[src/rtl/vote_result.sv]
// vote_result: snapshots the four candidate tallies when result mode is
// entered, scans them one per clock to find the winner and any tie on the
// maximum, then cycles the display through each candidate's snapshot count.
module vote_result #(
    parameter int W     = 8,
    parameter int DWELL = 4
) (
    input  logic         clock,
    input  logic         reset,
    input  logic         mode,
    input  logic [W-1:0] count1,
    input  logic [W-1:0] count2,
    input  logic [W-1:0] count3,
    input  logic [W-1:0] count4,
    output logic         busy,
    output logic         result_valid,
    output logic [1:0]   winner,
    output logic         tie,
    output logic [1:0]   disp_id,
    output logic [W-1:0] disp_count
);

    typedef enum logic [1:0] {
        IDLE = 2'd0,
        SCAN = 2'd1,
        SHOW = 2'd2
    } state_t;

    // Last dwell count before the display moves to the next candidate.
    localparam logic [7:0] DWELL_LAST = 8'(DWELL - 1);

    state_t state;
    state_t state_next;

    logic                mode_q;
    logic                rise;
    logic [3:0][W-1:0]   snap;
    logic [3:0][W-1:0]   snap_next;
    logic [W-1:0]        best;
    logic [W-1:0]        best_next;
    logic [1:0]          idx;
    logic [1:0]          idx_next;
    logic [7:0]          dwell;
    logic [7:0]          dwell_next;
    logic [1:0]          next_disp_id;

    logic                busy_next;
    logic                result_valid_next;
    logic [1:0]          winner_next;
    logic                tie_next;
    logic [1:0]          disp_id_next;
    logic [W-1:0]        disp_count_next;

    // A scan is launched only by a 0->1 transition of mode relative to the
    // registered copy, so holding mode high through reset still starts one.
    assign rise         = mode && !mode_q;
    assign next_disp_id = disp_id + 2'd1;

    // State register with synchronous active-low reset.
    always_ff @(posedge clock) begin
        if (!reset) begin
            state <= IDLE;
        end else begin
            state <= state_next;
        end
    end

    // Next-state selection; dropping mode abandons any scan or display.
    always_comb begin
        state_next = state;
        case (state)
            IDLE: begin
                if (rise) begin
                    state_next = SCAN;
                end
            end
            SCAN: begin
                if (!mode) begin
                    state_next = IDLE;
                end else if (idx == 2'd3) begin
                    state_next = SHOW;
                end
            end
            SHOW: begin
                if (!mode) begin
                    state_next = IDLE;
                end
            end
            default: begin
                state_next = IDLE;
            end
        endcase
    end

    // Next values for the registered outputs and the scan/display datapath.
    always_comb begin
        snap_next         = snap;
        best_next         = best;
        idx_next          = idx;
        dwell_next        = dwell;
        busy_next         = busy;
        result_valid_next = result_valid;
        winner_next       = winner;
        tie_next          = tie;
        disp_id_next      = disp_id;
        disp_count_next   = disp_count;

        case (state)
            IDLE: begin
                busy_next         = 1'b0;
                result_valid_next = 1'b0;
                winner_next       = 2'd0;
                tie_next          = 1'b0;
                disp_id_next      = 2'd0;
                disp_count_next   = '0;
                dwell_next        = 8'd0;
                idx_next          = 2'd0;
                if (rise) begin
                    snap_next   = {count4, count3, count2, count1};
                    best_next   = count1;
                    winner_next = 2'd0;
                    tie_next    = 1'b0;
                    idx_next    = 2'd1;
                    busy_next   = 1'b1;
                end
            end

            SCAN: begin
                if (!mode) begin
                    busy_next         = 1'b0;
                    result_valid_next = 1'b0;
                    winner_next       = 2'd0;
                    tie_next          = 1'b0;
                    disp_id_next      = 2'd0;
                    disp_count_next   = '0;
                    dwell_next        = 8'd0;
                    idx_next          = 2'd0;
                    best_next         = '0;
                end else begin
                    if (snap[idx] > best) begin
                        best_next   = snap[idx];
                        winner_next = idx;
                        tie_next    = 1'b0;
                    end else if (snap[idx] == best) begin
                        tie_next = 1'b1;
                    end
                    idx_next = idx + 2'd1;
                    if (idx == 2'd3) begin
                        busy_next         = 1'b0;
                        result_valid_next = 1'b1;
                        disp_id_next      = 2'd0;
                        disp_count_next   = snap[0];
                        dwell_next        = 8'd0;
                    end
                end
            end

            SHOW: begin
                if (!mode) begin
                    busy_next         = 1'b0;
                    result_valid_next = 1'b0;
                    winner_next       = 2'd0;
                    tie_next          = 1'b0;
                    disp_id_next      = 2'd0;
                    disp_count_next   = '0;
                    dwell_next        = 8'd0;
                    idx_next          = 2'd0;
                    best_next         = '0;
                end else if (dwell == DWELL_LAST) begin
                    dwell_next      = 8'd0;
                    disp_id_next    = next_disp_id;
                    disp_count_next = snap[next_disp_id];
                end else begin
                    dwell_next = dwell + 8'd1;
                end
            end

            default: begin
                busy_next         = 1'b0;
                result_valid_next = 1'b0;
                winner_next       = 2'd0;
                tie_next          = 1'b0;
                disp_id_next      = 2'd0;
                disp_count_next   = '0;
                dwell_next        = 8'd0;
                idx_next          = 2'd0;
            end
        endcase
    end

    // Datapath and output registers; reset clears everything including the snapshot.
    always_ff @(posedge clock) begin
        if (!reset) begin
            mode_q       <= 1'b0;
            snap         <= '0;
            best         <= '0;
            idx          <= 2'd0;
            dwell        <= 8'd0;
            busy         <= 1'b0;
            result_valid <= 1'b0;
            winner       <= 2'd0;
            tie          <= 1'b0;
            disp_id      <= 2'd0;
            disp_count   <= '0;
        end else begin
            mode_q       <= mode;
            snap         <= snap_next;
            best         <= best_next;
            idx          <= idx_next;
            dwell        <= dwell_next;
            busy         <= busy_next;
            result_valid <= result_valid_next;
            winner       <= winner_next;
            tie          <= tie_next;
            disp_id      <= disp_id_next;
            disp_count   <= disp_count_next;
        end
    end

endmodule

[config.mk]
export PLATFORM = sky130hd
export DESIGN_NAME = vote_result
export DESIGN_NICKNAME = d
export VERILOG_FILES = /design/src/rtl/vote_result.sv
export SDC_FILE = /design/constraint.sdc
export NUM_CORES = 1
export LEC_CHECK = 0
export CELL_PAD_IN_SITES_DETAIL_PLACEMENT = 1
export CELL_PAD_IN_SITES_GLOBAL_PLACEMENT = 2
export CORE_MARGIN = 2
export CORE_UTILIZATION = 32
export DETAILED_ROUTE_END_ITERATION = 10
export GPL_ROUTABILITY_DRIVEN = 0
export GPL_TIMING_DRIVEN = 0
export PLACE_DENSITY = 0.81
export SLEW_MARGIN = 5
export SYNTH_ARGS = -nofsm -noshare
export SYNTH_HDL_FRONTEND = slang
export SYNTH_SLANG_ARGS = --single-unit
[constraint.sdc]
create_clock -name clock -period 3.05 [get_ports clock]
set_input_delay 0.305 -clock clock [delete_from_list [all_inputs] [get_ports clock]]
set_output_delay 0.305 -clock clock [all_outputs]
set_load 0.02 [all_outputs]
## After elaboration in Yosys (flattened, before gate mapping)

Cells that the tools add are included.

| word-level totals | value |
|---|---|
| bits in registers | 68 |
| output and inout bits | 15 |
| word-level logic and storage cells | 90 |

| cells by class | value |
|---|---|
| add/sub/neg operators | 3 |
| order comparisons | 3 |
| eq/ne operators | 11 |
| mux-type cells | 47 |
| reduce and logical (&&, ||, !) cells | 11 |

Operators by type and width:

| cell | count |
|---|---|
| $mux 8 | 14 |
| $bmux 8 s2 | 2 |
| $pmux 8 s2 | 2 |
| $pmux 8 s3 | 1 |
| $mux 2 | 11 |
| $pmux 2 s3 | 2 |
| $mux 1 | 10 |
| $reduce_and 2->1 | 5 |
| $ne 3x3->1 const B | 3 |
| $add 8x1->8 const B | 1 |
| $eq 8x2->1 const B | 1 |
| $eq 8x8->1 | 1 |
| $gt 8x8->1 | 1 |
| $pmux 2 s2 | 2 |
| $lt 2x3->1 const B | 2 |
| $add 2x1->2 const B | 2 |
| $eq 2x2->1 const B | 2 |
| $ne 2x2->1 const B | 2 |
| $ne 4x4->1 const B | 1 |
| $pmux 1 s2 | 2 |
| $reduce_and 4->1 | 1 |
| $pmux 1 s3 | 1 |
| $reduce_and 3->1 | 1 |
| $reduce_bool 3->1 | 1 |
| 4 further kinds | 4 |

## Depth between registers and ports, before layout

| logic depth | value |
|---|---|
| word-level depth | 7 |
| depth in mapped cells | 12 |
| depth with buffers taken out | 9 |

## Worst setup path before layout

Ideal clock, no wire load.

| timing path | value |
|---|---|
| path kind | flip-flop to flip-flop |
| from | register idx[0] |
| to | register best[0] |
| library setup time | 0.088 ns |
| arrival time | 2.648 ns |
| required time | 2.962 ns |
| path slack | 0.314 ns |
| stages on the path, launching flop included | 10 |
| period minus slack after synthesis | 2.736 ns |
| path through | dfxtp_1 buf_2 mux4_2 ha_1 nand4_1 or4_4 o21a_1 buf_6 buf_6 a311oi_2 |

| between the ends | value |
|---|---|
| cells in the longest elaborated chain, start to end | 5 |
| elaborated cells between the ends (all ways) | 8 |

Ends and longest elaborated chain:

| item | RTL line | source |
|---|---|---|
| start, declared | 41 | `logic [1:0] idx;` |
| start signal, assigned | 209 | `idx <= idx_next;` |
| $bmux 8 s2 * | 140, 141 |  |
| $mux 8 (implied by the code) * | 140, 141 |  |
| $gt 8x8->1 or $mux 8 (tied branches) | 140 | `if (snap[idx] > best) begin` |
| $ne 3x3->1 (no source line) or $mux 8 (tied branches) | -- |  |
| $reduce_and 4->1 (no source line) or $pmux 8 s3 (tied branches) | -- |  |
| end signal, assigned | 208 | `best <= best_next;` |
| end, declared | 39 | `logic [W-1:0] best;` |

Every way passes the cells marked *; elsewhere a longest branch is shown, timed or not. The select of a mux whose other input is x is not followed.
A chain may end at the register's enable or synchronous reset.

## Worst setup path in the final report

| timing path | value |
|---|---|
| from | register idx[0] |
| to | register winner[1] |

| between the ends | value |
|---|---|
| cells in the longest elaborated chain, start to end | 5 |

Ends and longest elaborated chain:

| item | RTL line | source |
|---|---|---|
| $bmux 8 s2 | 140 |  |
| $mux 8 (implied by the code) | 140 |  |
| $gt 8x8->1 | 140 |  |
| $ne 3x3->1 (no source line) | -- |  |
| $reduce_and 2->1 (no source line) | -- |  |
| end signal, assigned | 213 | `winner <= winner_next;` |
| end, declared | 17 | `output logic [1:0] winner,` |

No other way between the ends. The select of a mux whose other input is x is not followed.

==> run summary <==
STA puts the critical path data required time at 3250 ps. Combinational logic is responsible for 17.1% of the overall power. Sequential cells were found to cover 40.1% of the synthesized design area. In the final routed layout, each cell accounts on average for 17.1 um. The largest fanout of any net on the critical path works out to 10. Element type at the critical path start: a flop. The number of nets in the synthesized netlist is 446. The arrival time reported for the critical path endpoint is 3130 ps. TritonCTS built the clock tree. The tools report the final-report max-slew violation count as 0.

The tools report the achievable clock frequency as 341 MHz. The run finished with clean final reports. Setup violations remaining at the end of the flow were counted as 0. The run gives 121 ps as the worst setup margin. The floorplan step defined a core boundary enclosing 0.0103 mm2. Across every metal layer, demand over resource in global routing totals 18.5%.

For this run, design rule violations remaining after detail routing come to 0. Synthesis produced 398 cells. In this run the cell area of the synthesized design comes to 0.00339 mm2. The clock reaches the later pin of the worst-skew pair after 340 ps. The floorplan has 37 rows.

Port buffer count: 49. From synthesis to final layout, the design area changed by 25.5%. The via count of the first global-routing pass is 3064, and the number of clock sinks is 68.

For this design the static power due to leakage is 1.55 nW. The number of cells on the worst hold path was 1. The tools report the instance count after placement with tap cells included as 583. The logs give 2 for the maximum root-to-sink buffer count and 1247 for the number of filler cells placed in the layout.

The total I/O pin count came out at 50. The worst setup path is of the flop to flop kind. OpenSTA, run right after detailed placement, puts the worst setup slack at -52.6 ps. The slew at the pin with the worst max-slew slack was 744 ps; the aggregate global routing overflow was 0. In the finished design, the share of the clock period the worst path needs comes to 96.0%.

Entering global routing, the biggest net connects 11 pins. After clock tree synthesis, the clock-pin slew on the worst setup and hold paths is 70 ps. STA classifies the critical path endpoint as a flop. The share of total power dissipated in the clock network is 36.6%. The synthesized netlist contains 42 unique library cells. Power density normalized to cell area: 490 mW/mm2. The sequential cells in the finished layout cover a total of 0.00136 mm2. The starting utilization of the core area was 32.8%; the post-detailed-route via-to-cell ratio was 5.12. Setup repair after global routing left no endpoint under its margin. Across all hold checks on the routed design, the worst slack comes to 476 ps. Worst min-delay path class: flop to flop.

The tools report the count of hold-fix buffers inserted at cts as 0. Sequential cells account for 46.4% of the total power. The logs give 3 for the maximum level of the CTS H-tree and 10200 um for the sum of routed wire length over all layers. From left edge to right edge, the die measures 107 um.

For the worst flop-to-flop path, the logic depth is 10. A synthesized cell averages 8.52 um2. The first routing iteration left 109 violations. Number of antenna violations at the first check in global routing: 0. The clock arrives with 10.2 ps of skew. Across all layers, the routed design uses 3066 vias. The run gives 0.000211 V as the peak supply drop. For the final routed database, the setup TNS stands at 0 ps.

The tool flagged a number of max-cap violations equal to 0. Of the total power, the share spent switching nets is 27.4%. The first detailed-routing pass took 4 iterations. The die covers 0.0114 mm2. Headroom to the max-slew limit came out at 50.4%. The count of warnings emitted by yosys was 0. The number of nets at the end of the flow came out at 506. In this run the post-CTS setup repair buffer count came out at 0.

The number of clock buffers added by TritonCTS is 9. The finished layout holds 599 standard cells, fillers aside. The internal power of the cells totals 1.52 mW. Time the final worst path needs with I/O delays and setup: 2930 ps. The tools report the hold violation count in the final report as 0.

The run gives 0.00187 mm2 as the area taken by multi-input logic gates. The proportion of layout cells with a drive suffix above 1 works out to 9.07%. Switching power of the nets: 571 uW.

The first global-routing pass estimated 16100 um of wire. For the final antenna diode count, the log shows 0. Cells fill 41.2% of the core in the end. In this run the remaining antenna-violating nets after routing total 0. The tools report the root buffer cell as clkbuf_8. The flip-flop and latch count after synthesis is 68. The floorplan step set the die height to 107 um. The tools report the post-DP HPWL as 7710 um.
==> final timing paths <==
check | from | slack [ps] | endpoint
min | disp_count[4] | 480 | disp_count[4]
max reg2reg | idx[0] | 120 | winner[1]
max | idx[0] | 120 | winner[1]
min reg2reg | disp_count[4] | 480 | disp_count[4]
==> area by class of cell <==
| type | instances | share of cell area (%) |
|---|---|---|
| inverters | 12 | 1.06 |
| flip-flops and latches | 68 | 32.0 |
| repair buffers | 49 | 11.5 |
| multi-input cells | 293 | 43.9 |
| clock buffers | 15 | 3.91 |
| well taps | 136 | 4.00 |
| clock inverters | 1 | 0.705 |
| plain buffers | 25 | 2.91 |
==> worst max-delay path, stage by stage (launching register included) <==
cell     delay, ps
dfxtp_1        420
buf_6          200
mux4_2         570
ha_1           310
nand4_1        120
or4_4          540
o21a_1         130
buf_6          140
buf_6          150
nand4_1        110
a21oi_1         70
==> per-stage QoR <==
step	total power, mW	instance area [um2]
2_1_floorplan	1.21	3390
3_3_place_gp	1.33	4050
3_5_place_dp	1.34	4050
4_1_cts	2.10	4250
5_1_grt	2.20	4260
6_report	2.09	4260
==> state kept, by name, summed over array words and instances, names as in the netlist <==
signal,cells
best,8
dwell,8
winner,2
disp_count,8
busy,1
disp_id,2
snap,32
idx,2
state,2
tie,1
result_valid,1
mode_q,1
==> synth_stat cells <==
master / count / share of area, %
a311oi_2: 8 / 3.5
clkbuf_1: 17 / 1.9
a2bb2oi_1: 1 / 0.26
a311oi_1: 1 / 0.26
a32o_1: 8 / 2.4
inv_1: 10 / 1.1
nor3_1: 2 / 0.30
inv_2: 1 / 0.11
mux4_2: 8 / 5.3
nor2_1: 27 / 3.0
nor2b_1: 10 / 1.8
a31oi_1: 1 / 0.18
nand3_1: 4 / 0.59
o21bai_1: 9 / 2.0
buf_6: 2 / 0.66
xnor2_1: 2 / 0.52
mux2i_1: 10 / 3.0
nand4b_1: 1 / 0.26
o221a_2: 1 / 0.33
clkinv_1: 1 / 0.11
xor2_1: 5 / 1.3
o21a_1: 1 / 0.22
dfxtp_1: 68 / 40
nor2_2: 1 / 0.18
nor4_1: 1 / 0.18
ha_1: 13 / 4.8
buf_1: 1 / 0.11
buf_2: 5 / 0.74
o21ai_0: 7 / 1.0
o31ai_1: 1 / 0.22
or4_4: 1 / 0.33
nand4_1: 5 / 0.92
o2111a_1: 1 / 0.33
and3_1: 2 / 0.37
o22ai_2: 1 / 0.37
o211ai_1: 2 / 0.44
a21oi_1: 69 / 10
nand2_1: 83 / 9.2
nor4b_1: 1 / 0.26
and2_1: 3 / 0.55
nand2_2: 2 / 0.37
nand2b_1: 1 / 0.18
==> routing by layer <==
layer	share of wire [%]	vias up	global-route usage, %	routed length, um
li1	-	1515	-	-
met1	48	1491	25.1	4890
met2	48	52	29.9	4860
met3	3.6	8	3.40	368
met4	1.0	0	5.84	107
met5	0	-	0	0
==> layout by cell type, fill, tap and decap left out, types with 2 or more instances in the layout <==
cell type and n:
o21bai_1 9, mux2i_1 10, clkbuf_1 21, a32o_1 8
nand3_1 4, xor2_1 5, nand4_1 5, nand2_1 83
buf_6 3, clkdlybuf4s50_1 49, and2_1 3, a21oi_1 69
a311oi_2 8, mux4_2 8, and3_1 2, xnor2_1 2
o211ai_1 2, buf_2 3, nor2b_1 10, inv_1 10
o21ai_0 7, dfxtp_1 68, nand2_2 2, nor3_1 2
ha_1 13, clkbuf_8 11, nor2_1 27
==> cells by family (layout without fill, tap and decap cells) <==
kind of cell    after synthesis  after routing  synth area share [%]
compound gates              111            111                  21.7
simple gates                144            144                  18.5
fa+ha+maj                    13             13                  4.80
flops                        68             68                  40.1
mux                          18             18                  8.27
xor+xnor                      7              7                  1.81
buf+inv                      37            102                  4.72
==> power groups by stage <==
stage               Clock (mW)  Sequential, mW  Combinational [mW]
CTS                      0.779           0.967               0.359
detailed placement           0           0.987               0.357
floorplan                    0           0.976               0.233
finish                   0.763           0.967               0.356
global placement             0           0.985               0.348
global route             0.829           0.972               0.396
==> repair_timing <==
item	CTS	global route
gates resized for setup	1	3
pin swaps	0	0
setup endpoints to repair	10	10
Note: power is estimated with default switching activity, not from simulation.
